**config.mk**
```make
export PLATFORM = sky130hd
export DESIGN_NAME = matrix_stream_loader
export DESIGN_NICKNAME = d
export VERILOG_FILES = /design/src/rtl/matrix_pkg.sv /design/src/rtl/matrix_skid_buf.sv /design/src/rtl/matrix_stream_loader.sv
export SDC_FILE = /design/constraint.sdc
export NUM_CORES = 1
export LEC_CHECK = 0
export ABC_AREA = 0
export BUFFER_PORTS_ARGS = -buffer_cell sky130_fd_sc_hd__buf_2
export CAP_MARGIN = 15
export CORE_MARGIN = 4
export CORE_UTILIZATION = 30
export DETAILED_ROUTE_END_ITERATION = 12
export PLACE_DENSITY = 0.61
export SETUP_SLACK_MARGIN = 0.2
export SYNTH_ARGS = -nofsm -noshare
export SYNTH_HDL_FRONTEND = slang
export SYNTH_SLANG_ARGS = --single-unit
export TNS_END_PERCENT = 50
```
**constraint.sdc**
```tcl
create_clock -name clk -period 1.9 [get_ports clk]
set_input_delay 0.38 -clock clk [delete_from_list [all_inputs] [get_ports clk]]
set_output_delay 0.38 -clock clk [all_outputs]
set_load 0.02 [all_outputs]
```
**src/rtl/matrix_pkg.sv**
```systemverilog
// Shared state encoding and default memory map for the matrix multiplier and its
// stream loader, so both sides of the RAM port mux agree on one layout.
package matrix_pkg;

    typedef enum logic [2:0] {
        ST_IDLE,
        ST_LOAD,
        ST_KICK,
        ST_WAIT,
        ST_UNLOAD,
        ST_ERR
    } state_e;

    localparam int DEF_DATA_W = 8;
    localparam int DEF_ADDR_W = 9;
    localparam int DEF_DIM    = 4;
    localparam int DEF_A_BASE = 0;
    localparam int DEF_B_BASE = 16;
    localparam int DEF_C_BASE = 32;

    // True when a region of 'words' entries starting at 'base' fits in the address space.
    function automatic bit region_fits(input int base, input int words, input int addr_w);
        return (longint'(base) + longint'(words) - 1) <= ((longint'(1) << addr_w) - 1);
    endfunction

endpackage

```
**src/rtl/matrix_skid_buf.sv**
```systemverilog
// Two-entry result buffer fed by a synchronous-read RAM; tracks the read in flight
// so a new read is only issued when its data is guaranteed a free slot.
module matrix_skid_buf #(
    parameter int DATA_W = 8
) (
    input  logic              clk,
    input  logic              rst,
    input  logic              rd_issue_i,
    input  logic [DATA_W-1:0] rd_data_i,
    output logic              can_issue_o,
    output logic              out_valid_o,
    output logic [DATA_W-1:0] out_data_o,
    input  logic              out_ready_i
);

    logic [DATA_W-1:0] mem_q [2];
    logic              wr_ptr_q;
    logic              rd_ptr_q;
    logic [1:0]        count_q;
    logic              inflight_q;
    logic              push;
    logic              pop;
    logic [1:0]        committed;

    assign push        = inflight_q;
    assign out_valid_o = (count_q != 2'd0);
    assign out_data_o  = mem_q[rd_ptr_q];
    assign pop         = out_valid_o && out_ready_i;
    // Counting this cycle's pop as already gone keeps one word per cycle flowing.
    assign committed   = count_q + {1'b0, inflight_q} - {1'b0, pop};
    assign can_issue_o = (committed < 2'd2);

    always_ff @(posedge clk or negedge rst) begin
        if (!rst) begin
            mem_q[0]   <= '0;
            mem_q[1]   <= '0;
            wr_ptr_q   <= 1'b0;
            rd_ptr_q   <= 1'b0;
            count_q    <= 2'd0;
            inflight_q <= 1'b0;
        end else begin
            if (push) begin
                mem_q[wr_ptr_q] <= rd_data_i;
                wr_ptr_q        <= ~wr_ptr_q;
            end
            if (pop) begin
                rd_ptr_q <= ~rd_ptr_q;
            end
            count_q    <= count_q + {1'b0, push} - {1'b0, pop};
            inflight_q <= rd_issue_i;
        end
    end

endmodule

```
**src/rtl/matrix_stream_loader.sv**
```systemverilog
// Streams A/B into the operand RAM, kicks the multiplier, then streams C back out.
// Optional build macro MATLD_TIMEOUT_EN adds a WAIT watchdog of TIMEOUT_CYC cycles.
//   state  | meaning
//   IDLE   | waiting for start
//   LOAD   | accepting 2*N2 words, writing A then B
//   KICK   | one-cycle mm_start, RAM handed to multiplier
//   WAIT   | multiplier owns RAM until done/err
//   UNLOAD | reading C through skid buffer to the output stream
//   ERR    | one cycle flagging the error, back to IDLE
module matrix_stream_loader
    import matrix_pkg::*;
#(
    parameter int DATA_W      = DEF_DATA_W,
    parameter int ADDR_W      = DEF_ADDR_W,
    parameter int DIM         = DEF_DIM,
    parameter int A_BASE      = DEF_A_BASE,
    parameter int B_BASE      = DEF_B_BASE,
    parameter int C_BASE      = DEF_C_BASE,
    parameter int TIMEOUT_CYC = 4096
) (
    input  logic              clk,
    input  logic              rst,
    input  logic              start,
    input  logic              s_valid,
    input  logic [DATA_W-1:0] s_data,
    output logic              s_ready,
    output logic              m_valid,
    output logic [DATA_W-1:0] m_data,
    output logic              m_last,
    input  logic              m_ready,
    output logic [ADDR_W-1:0] ram_addr,
    output logic              ram_we,
    output logic [DATA_W-1:0] ram_w_data,
    input  logic [DATA_W-1:0] ram_r_data,
    output logic              ram_own,
    output logic              mm_start,
    input  logic              mm_done,
    input  logic              mm_err,
    output logic              busy,
    output logic              done,
    output logic              err
);

    localparam int N2   = DIM * DIM;
    localparam int LD_W = $clog2(2 * N2) + 1;
    localparam int RD_W = $clog2(N2) + 1;

    if (!region_fits(A_BASE, N2, ADDR_W) || !region_fits(B_BASE, N2, ADDR_W) ||
        !region_fits(C_BASE, N2, ADDR_W)) begin : g_region_chk
        $error("matrix_stream_loader: operand region exceeds RAM address space");
    end

    state_e            state_q, state_d;
    logic [LD_W-1:0]   ld_cnt_q, ld_cnt_d;
    logic [RD_W-1:0]   rd_cnt_q, rd_cnt_d;
    logic [RD_W-1:0]   out_cnt_q, out_cnt_d;
    logic              err_q, err_d;
    logic              done_q, done_d;
    logic              rd_issue;
    logic              can_issue;
    logic              to_expired;

    matrix_skid_buf #(.DATA_W(DATA_W)) u_skid (
        .clk         (clk),
        .rst         (rst),
        .rd_issue_i  (rd_issue),
        .rd_data_i   (ram_r_data),
        .can_issue_o (can_issue),
        .out_valid_o (m_valid),
        .out_data_o  (m_data),
        .out_ready_i (m_ready)
    );

    assign m_last     = m_valid && (out_cnt_q == RD_W'(N2 - 1));
    assign ram_w_data = s_data;
    assign err        = err_q;
    assign done       = done_q;

`ifdef MATLD_TIMEOUT_EN
    localparam int TO_W = $clog2(TIMEOUT_CYC + 1);
    logic [TO_W-1:0] to_cnt_q, to_cnt_d;

    always_comb begin
        to_cnt_d = to_cnt_q;
        if (state_q == ST_KICK) begin
            to_cnt_d = TO_W'(TIMEOUT_CYC - 1);
        end else if (state_q == ST_WAIT && to_cnt_q != '0) begin
            to_cnt_d = to_cnt_q - 1'b1;
        end
    end

    always_ff @(posedge clk or negedge rst) begin
        if (!rst) to_cnt_q <= '0;
        else      to_cnt_q <= to_cnt_d;
    end

    assign to_expired = (state_q == ST_WAIT) && (to_cnt_q == '0);
`else
    assign to_expired = 1'b0;
`endif

    always_comb begin
        state_d   = state_q;
        ld_cnt_d  = ld_cnt_q;
        rd_cnt_d  = rd_cnt_q;
        out_cnt_d = out_cnt_q;
        err_d     = err_q;
        done_d    = 1'b0;
        s_ready   = 1'b0;
        ram_we    = 1'b0;
        ram_addr  = '0;
        ram_own   = 1'b1;
        mm_start  = 1'b0;
        rd_issue  = 1'b0;
        busy      = 1'b1;
        case (state_q)
            ST_IDLE: begin
                busy = 1'b0;
                if (start) begin
                    err_d     = 1'b0;
                    ld_cnt_d  = '0;
                    rd_cnt_d  = '0;
                    out_cnt_d = '0;
                    state_d   = ST_LOAD;
                end
            end
            ST_LOAD: begin
                s_ready = 1'b1;
                if (ld_cnt_q < LD_W'(N2)) ram_addr = ADDR_W'(A_BASE) + ADDR_W'(ld_cnt_q);
                else ram_addr = ADDR_W'(B_BASE) + ADDR_W'(ld_cnt_q) - ADDR_W'(N2);
                if (s_valid) begin
                    ram_we   = 1'b1;
                    ld_cnt_d = ld_cnt_q + 1'b1;
                    if (ld_cnt_q == LD_W'(2 * N2 - 1)) state_d = ST_KICK;
                end
            end
            ST_KICK: begin
                mm_start = 1'b1;
                ram_own  = 1'b0;
                state_d  = ST_WAIT;
            end
            ST_WAIT: begin
                ram_own = 1'b0;
                if (mm_err || to_expired) begin
                    err_d   = 1'b1;
                    state_d = ST_ERR;
                end else if (mm_done) begin
                    state_d = ST_UNLOAD;
                end
            end
            ST_UNLOAD: begin
                ram_addr = ADDR_W'(C_BASE) + ADDR_W'(rd_cnt_q);
                if (rd_cnt_q < RD_W'(N2) && can_issue) begin
                    rd_issue = 1'b1;
                    rd_cnt_d = rd_cnt_q + 1'b1;
                end
                if (m_valid && m_ready) begin
                    out_cnt_d = out_cnt_q + 1'b1;
                    if (out_cnt_q == RD_W'(N2 - 1)) begin
                        done_d  = 1'b1;
                        state_d = ST_IDLE;
                    end
                end
            end
            ST_ERR: begin
                busy    = 1'b0;
                state_d = ST_IDLE;
            end
            default: state_d = ST_IDLE;
        endcase
    end

    always_ff @(posedge clk or negedge rst) begin
        if (!rst) begin
            state_q   <= ST_IDLE;
            ld_cnt_q  <= '0;
            rd_cnt_q  <= '0;
            out_cnt_q <= '0;
            err_q     <= 1'b0;
            done_q    <= 1'b0;
        end else begin
            state_q   <= state_d;
            ld_cnt_q  <= ld_cnt_d;
            rd_cnt_q  <= rd_cnt_d;
            out_cnt_q <= out_cnt_d;
            err_q     <= err_d;
            done_q    <= done_d;
        end
    end

endmodule

```
==> results.cfg, run 1 <==
[finish]
syn2layout_area_growth_pct = 29.94
diodes = 0
final_cell_mix = 39 x dfrtp_1, 25 x buf_2, 24 x mux2_2, 20 x buf_6, 18 x nand2_1
layout_commonest_cell = dfrtp_1
layout.cells.non_filler = 347
final_layout_size_suffix_gt1_frac = 0.4741
nNetsFinal = 278

[timing]
rsz0062_at_grt = true
finalCritPeriodShare = 0.9870
finClkSkew_ps = 2.459
hold_viol_final = 0
setup_viol = 0
slew_headroom = 0.6323
tightest_slew_ps = 551.6
period_minus_slack_ps = 1875
setup_tns_ps = 0
maxSlewViolCount = 0
hold-worst-slack_ps = 149.6
max_freq_ghz = 0.5332

[global_routing]
grt_pass1_vias = 1644
grt_max_degree = 43
grt_pass1_wl_um = 7997
antenna_found_initial = 0
overflow = 0
grt_use_total = 0.1159

[floorplan]
die_y_um = 93.60
initial_core_util = 0.3166
dieArea_um2 = 8761
ios = 57
rows = 30
core_um2 = 6944
die_w_um = 93.60

[setup_path]
arrival_ps = 1500
reg2reg_depth = 5
end_kind = primary output
slowest_delay_ps = 480
crit_path_end = ram_addr[4]
required_ps = 1520
rr_startpoint = state_q[0]
r2r_slack_ps = 120
crit_path_top_delay_cell = dfrtp_2
rr_endpoint = state_q[0]
critPathLaunch = state_q[0]
critPathMaxFanout = 7
criticalPathCategory = reg2out
cp_cell_sequence = or3b_4 > o21ai_2 > buf_6
setup.worst_path.start_class = register

[placement]
dp_cells = 324
dp_hpwl_um = 3247
port_buffers = 37
gp_congestion = 0.7627

[synthesis]
synthSimpleGateAreaFrac = 0.1457
postSynth.asyncResetShare = 1.000
synth_top_family_by_area = multiplexers
synthMuxAreaShare = 0.1514
syn-cell-area_um2 = 2198
ys_dominant_reg_cell = dfrtp_1
synth_compound_area_frac = 0.08936
synth_area_per_cell_um2 = 10.99
synth-edff-count = 0
ys_seq_elements = 42
yosysWarningCount = 0
synth.distinct_cells = 44
synthCells = 200
synthAdderAreaFrac = 0.02846
yosysSeqAreaShare = 0.4781
synth-xor-area-share = 0.03187

[cts]
clk_pin_slew_ps = 80
cts-hold-fix-buffers = 0
cts_root_buf = clkbuf_8
cts_tree = built
clockBufferDepth = 2
clock_latency_ps = 290
ctsHtreeMaxLevel = 2
cts_buffers = 5
clkSinkCount = 42

[power_and_ir_drop]
p_total_mw = 4.114
p_leak_nw = 1.330
ir_worst_vdd_v = 0.0003455
p_per_area_nw_per_um2 = 1440

[run_status]
status = completed

[detailed_routing]
drc = 0
post_drt_wl_per_cell_um = 13.82
totalWireLength_um = 4794
avgViaCountPerCell = 4.643
dr.pass1.iters = 5
drtIter0Drc = 37
ant_nets = 0
dr_total_vias = 1611

[flow_run]
drv_cap = 0

[worst_hold_path]
worstHoldPathType = in2async
-- cells in the mapped netlist (2+ instances only) --
cell	number	area [um2]
mux2_2	25	281.5
nand2b_1	3	18.77
o21ai_1	2	10.01
xnor2_1	3	26.28
nand2_1	20	75.07
nor2_1	13	48.80
xor2_1	5	43.79
o21ai_0	8	40.04
a22o_1	5	43.79
nand4_1	3	18.77
nor2b_1	4	25.02
dfrtp_1	42	1051
a31oi_1	2	12.51
and3_1	5	31.28
nand3_1	3	15.01
mux2i_1	4	40.04
and2_1	2	12.51
ha_1	5	62.56
buf_4	13	97.59
inv_1	6	22.52
clkbuf_1	2	7.510
buf_2	3	15.01
-- routing by layer --
metal | up-vias | wire (um) | track usage
li1 | 784 | - | -
met1 | 787 | 2152 | 0.1475
met2 | 32 | 2355 | 0.1888
met3 | 8 | 195 | 0.02655
met4 | 0 | 91 | 0.04813
met5 | - | 0 | 0
-- cell families after synthesis --
| group | Yosys count |
|---|---|
| AO/OA/AOI/OAI | 27 |
| XOR/XNOR | 8 |
| adder cells (fa/ha/maj) | 5 |
| buffers and inverters | 27 |
| flip-flops | 42 |
| multiplexers | 30 |
| other | 1 |
| AND/OR/NAND/NOR | 60 |
-- flip-flops by register name, summed over array words and instances, names as in the netlist, 2 cells and up --
name and count:
ld_cnt_q 6, out_cnt_q 5, rd_cnt_q 5, state_q 3, u_skid.count_q 2, u_skid.mem_q 16
-- critical path: cells and delay by family, from the launching register on --
kind | cells | cell delay (ps)
buffers and inverters | 1 | 140
AO/OA/AOI/OAI | 1 | 160
AND/OR/NAND/NOR | 1 | 430
flip-flops | 1 | 480
-- per-stage QoR --
step             util  setup slack, ps  cell area [um2]
2_1_floorplan       -            188.2             2218
3_5_place_dp   0.3532            76.85             2452
3_3_place_gp   0.3532            113.5             2452
5_1_grt        0.4114           -19.03             2856
4_1_cts        0.3886            15.65             2699
6_report       0.4114            24.62             2856
-- area by class of cell --
type | instances | area (um2)
well taps | 96 | 120.1
clock buffers | 6 | 72.57
repair buffers | 60 | 462.9
flip-flops and latches | 42 | 1055
inverters | 8 | 35.03
fillers | 657 | 4088
clock inverters | 2 | 13.76
multi-input cells | 133 | 1097
-- report_power, final --
group | switching [mW] | internal (mW) | total, mW | leakage [nW]
Combinational | 1.02 | 1.11 | 2.13 | 0.750
Sequential | 0.239 | 1.19 | 1.43 | 0.535
Clock | 0.298 | 0.259 | 0.557 | 0.0452
Total | 1.56 | 2.56 | 4.11 | 1.33
-- how the worst min path moves through the flow --
stage	end	cells past startpoint	startpoint	slack, ps
4_1_cts	u_skid.mem_q[0]	2	rst	170
3_3_place_gp	out_cnt_q[4]	2	out_cnt_q[4]	470
3_5_place_dp	u_skid.mem_q[0]	2	rst	480
2_1_floorplan	done	0	rst	80
5_1_grt	u_skid.mem_q[5]	2	rst	190
6_report	u_skid.mem_q[0]	2	rst	150
-- what timing repair did --
| action | in CTS | in global routing |
|---|---|---|
| buffers inserted | 9 | 6 |
| pin swaps | 3 | 8 |
| setup endpoints to repair | 21 | 22 |
| resized for setup | 27 | 33 |
(Power assumes the default switching activity.)
==> run 2: changes to the inputs <==
- SETUP_SLACK_MARGIN: 0.2 -> 0.4
==> results.cfg, run 2 (synthesis results as in run 1) <==
[finish]
diodes = 0
reg_top3 = u_skid.mem_q (16), ld_cnt_q (6)
nNetsFinal = 287
final_cell_mix = 36 x dfrtp_1, 26 x buf_6, 23 x buf_4, 19 x nand2_1, 19 x buf_2
largest_reg_flops = 16
regMostFlops = u_skid.mem_q
syn2layout_area_growth_pct = 41.21
fill_cells = 631
layout_commonest_cell = dfrtp_1
final_layout_size_suffix_gt1_frac = 0.5308
finalInstanceArea_um2 = 3104

[power_and_ir_drop]
p_leak_nw = 1.478
ir_worst_vdd_v = 0.0003994
p_per_area_nw_per_um2 = 1503

[run_status]
status = completed

[placement]
dp_hpwl_um = 3241
gp_congestion = 0.7584
placed_area_um2 = 2515
port_buffers = 37

[global_routing]
antenna_found_initial = 0
grt_pass1_wl_um = 7610
grt_use_total = 0.1095
grt_pass1_vias = 1654
grt_max_degree = 43
overflow = 0

[timing]
setup_viol = 0
maxSlewViolCount = 0
tightest_slew_ps = 500.4
slew_headroom = 0.6629
hold_viol_final = 0
max_freq_ghz = 0.5326
finClkSkew_ps = 5.032
setup_tns_ps = 0
rsz0062_at_grt = true
finalCritPeriodShare = 0.9883
period_minus_slack_ps = 1878

[detailed_routing]
m1WireLength_um = 2147
dr.pass1.iters = 4
routed-wl-met2_um = 2473
totalWireLength_um = 4865
top_layer_used = met4
avgViaCountPerCell = 4.640
dr_total_vias = 1652
drc = 0
dr_wl_met3_um = 157
drtIter0Drc = 65
ant_nets = 0
post_drt_wl_per_cell_um = 13.67

[setup_path]
reg2reg_depth = 5
critPathMaxFanout = 5
rr_endpoint = state_q[0]
rr_startpoint = state_q[1]
end_kind = primary output
r2r_slack_ps = 130
criticalPathCategory = reg2out
setup.worst_path.start_class = register
required_ps = 1520
arrival_ps = 1500

[cts]
cts_tree = built
cts_buffers = 5
clk_pin_slew_ps = 80
clkSinkCount = 42
cts_root_buf = clkbuf_8
ctsHtreeMaxLevel = 2
clockBufferDepth = 2
clock_latency_ps = 290

[floorplan]
dieArea_um2 = 8761
rows = 30
initial_core_util = 0.3166
die_w_um = 93.60
ios = 57
die_y_um = 93.60
core_um2 = 6944

[worst_hold_path]
worstHoldPathType = in2async

[flow_run]
drv_cap = 0
==> run 2: changes by cell type in the layout (fill, tap and decap cells not counted), sizes merged <==
cell and change:
buf +9, bufinv +1, clkbuf +1, clkinv -3, inv +1
==> run 2: worst max path at each step <==
stage	cells past startpoint	startpoint	slack (ps)	to
after floorplan	8	m_ready	300	rd_cnt_q[0]
after global placement	8	m_ready	220	rd_cnt_q[0]
after detailed placement	6	out_cnt_q[0]	190	state_q[0]
after CTS	3	state_q[0]	20	ram_addr[4]
after global routing	7	state_q[1]	-40	mm_start
final	3	state_q[1]	20	ram_addr[4]
==> run 2: final cells by class <==
cell class / count / area, um2 / area share
Multi-Input combinational cell: 133 / 1201 / 0.3869
Clock buffer: 7 / 76.32 / 0.02459
Inverter: 8 / 37.54 / 0.01209
Sequential cell: 42 / 1059 / 0.3410
Timing Repair Buffer: 69 / 580.6 / 0.1870
Tap cell: 96 / 120.1 / 0.03869
Clock inverter: 1 / 30.03 / 0.009674
==> run 2: worst max-delay path, cell delays in order (launching register included) <==
cell and delay [ps]:
dfrtp_2 460, or3b_4 440, o21ai_4 170, buf_6 140
==> run 2: metrics by stage <==
stage	setup WS [ps]	power, mW	util	instances	hold WS, ps
after floorplan	298.1	2.671	-	202	84.41
after CTS	17.93	4.137	0.4101	348	55.52
after global placement	215.3	3.102	0.3622	324	373.4
after detailed placement	189.4	3.129	0.3622	324	373.9
after global routing	-40.25	4.955	0.4470	356	66.08
final	22.24	4.664	0.4470	356	51.90
==> run 2: where the power goes <==
part	switching, mW	internal (mW)	total (mW)
registers	0.245	1.20	1.44
logic	1.14	1.40	2.54
clock network	0.290	0.393	0.683
==> run 2: timing repair <==
item | 4_1_cts | 5_1_grt
endpoints found under the setup margin | 34 | 37
hold buffers | 0 | 0
gates resized for setup | 31 | 52
setup buffers | 16 | 8
pin swaps | 6 | 20
==> run 2: routing by layer <==
metal / track usage / up-vias
met5: 0 / -
met4: 0.04452 / 0
met3: 0.02494 / 6
met2: 0.1811 / 33
met1: 0.1377 / 811
li1: - / 802
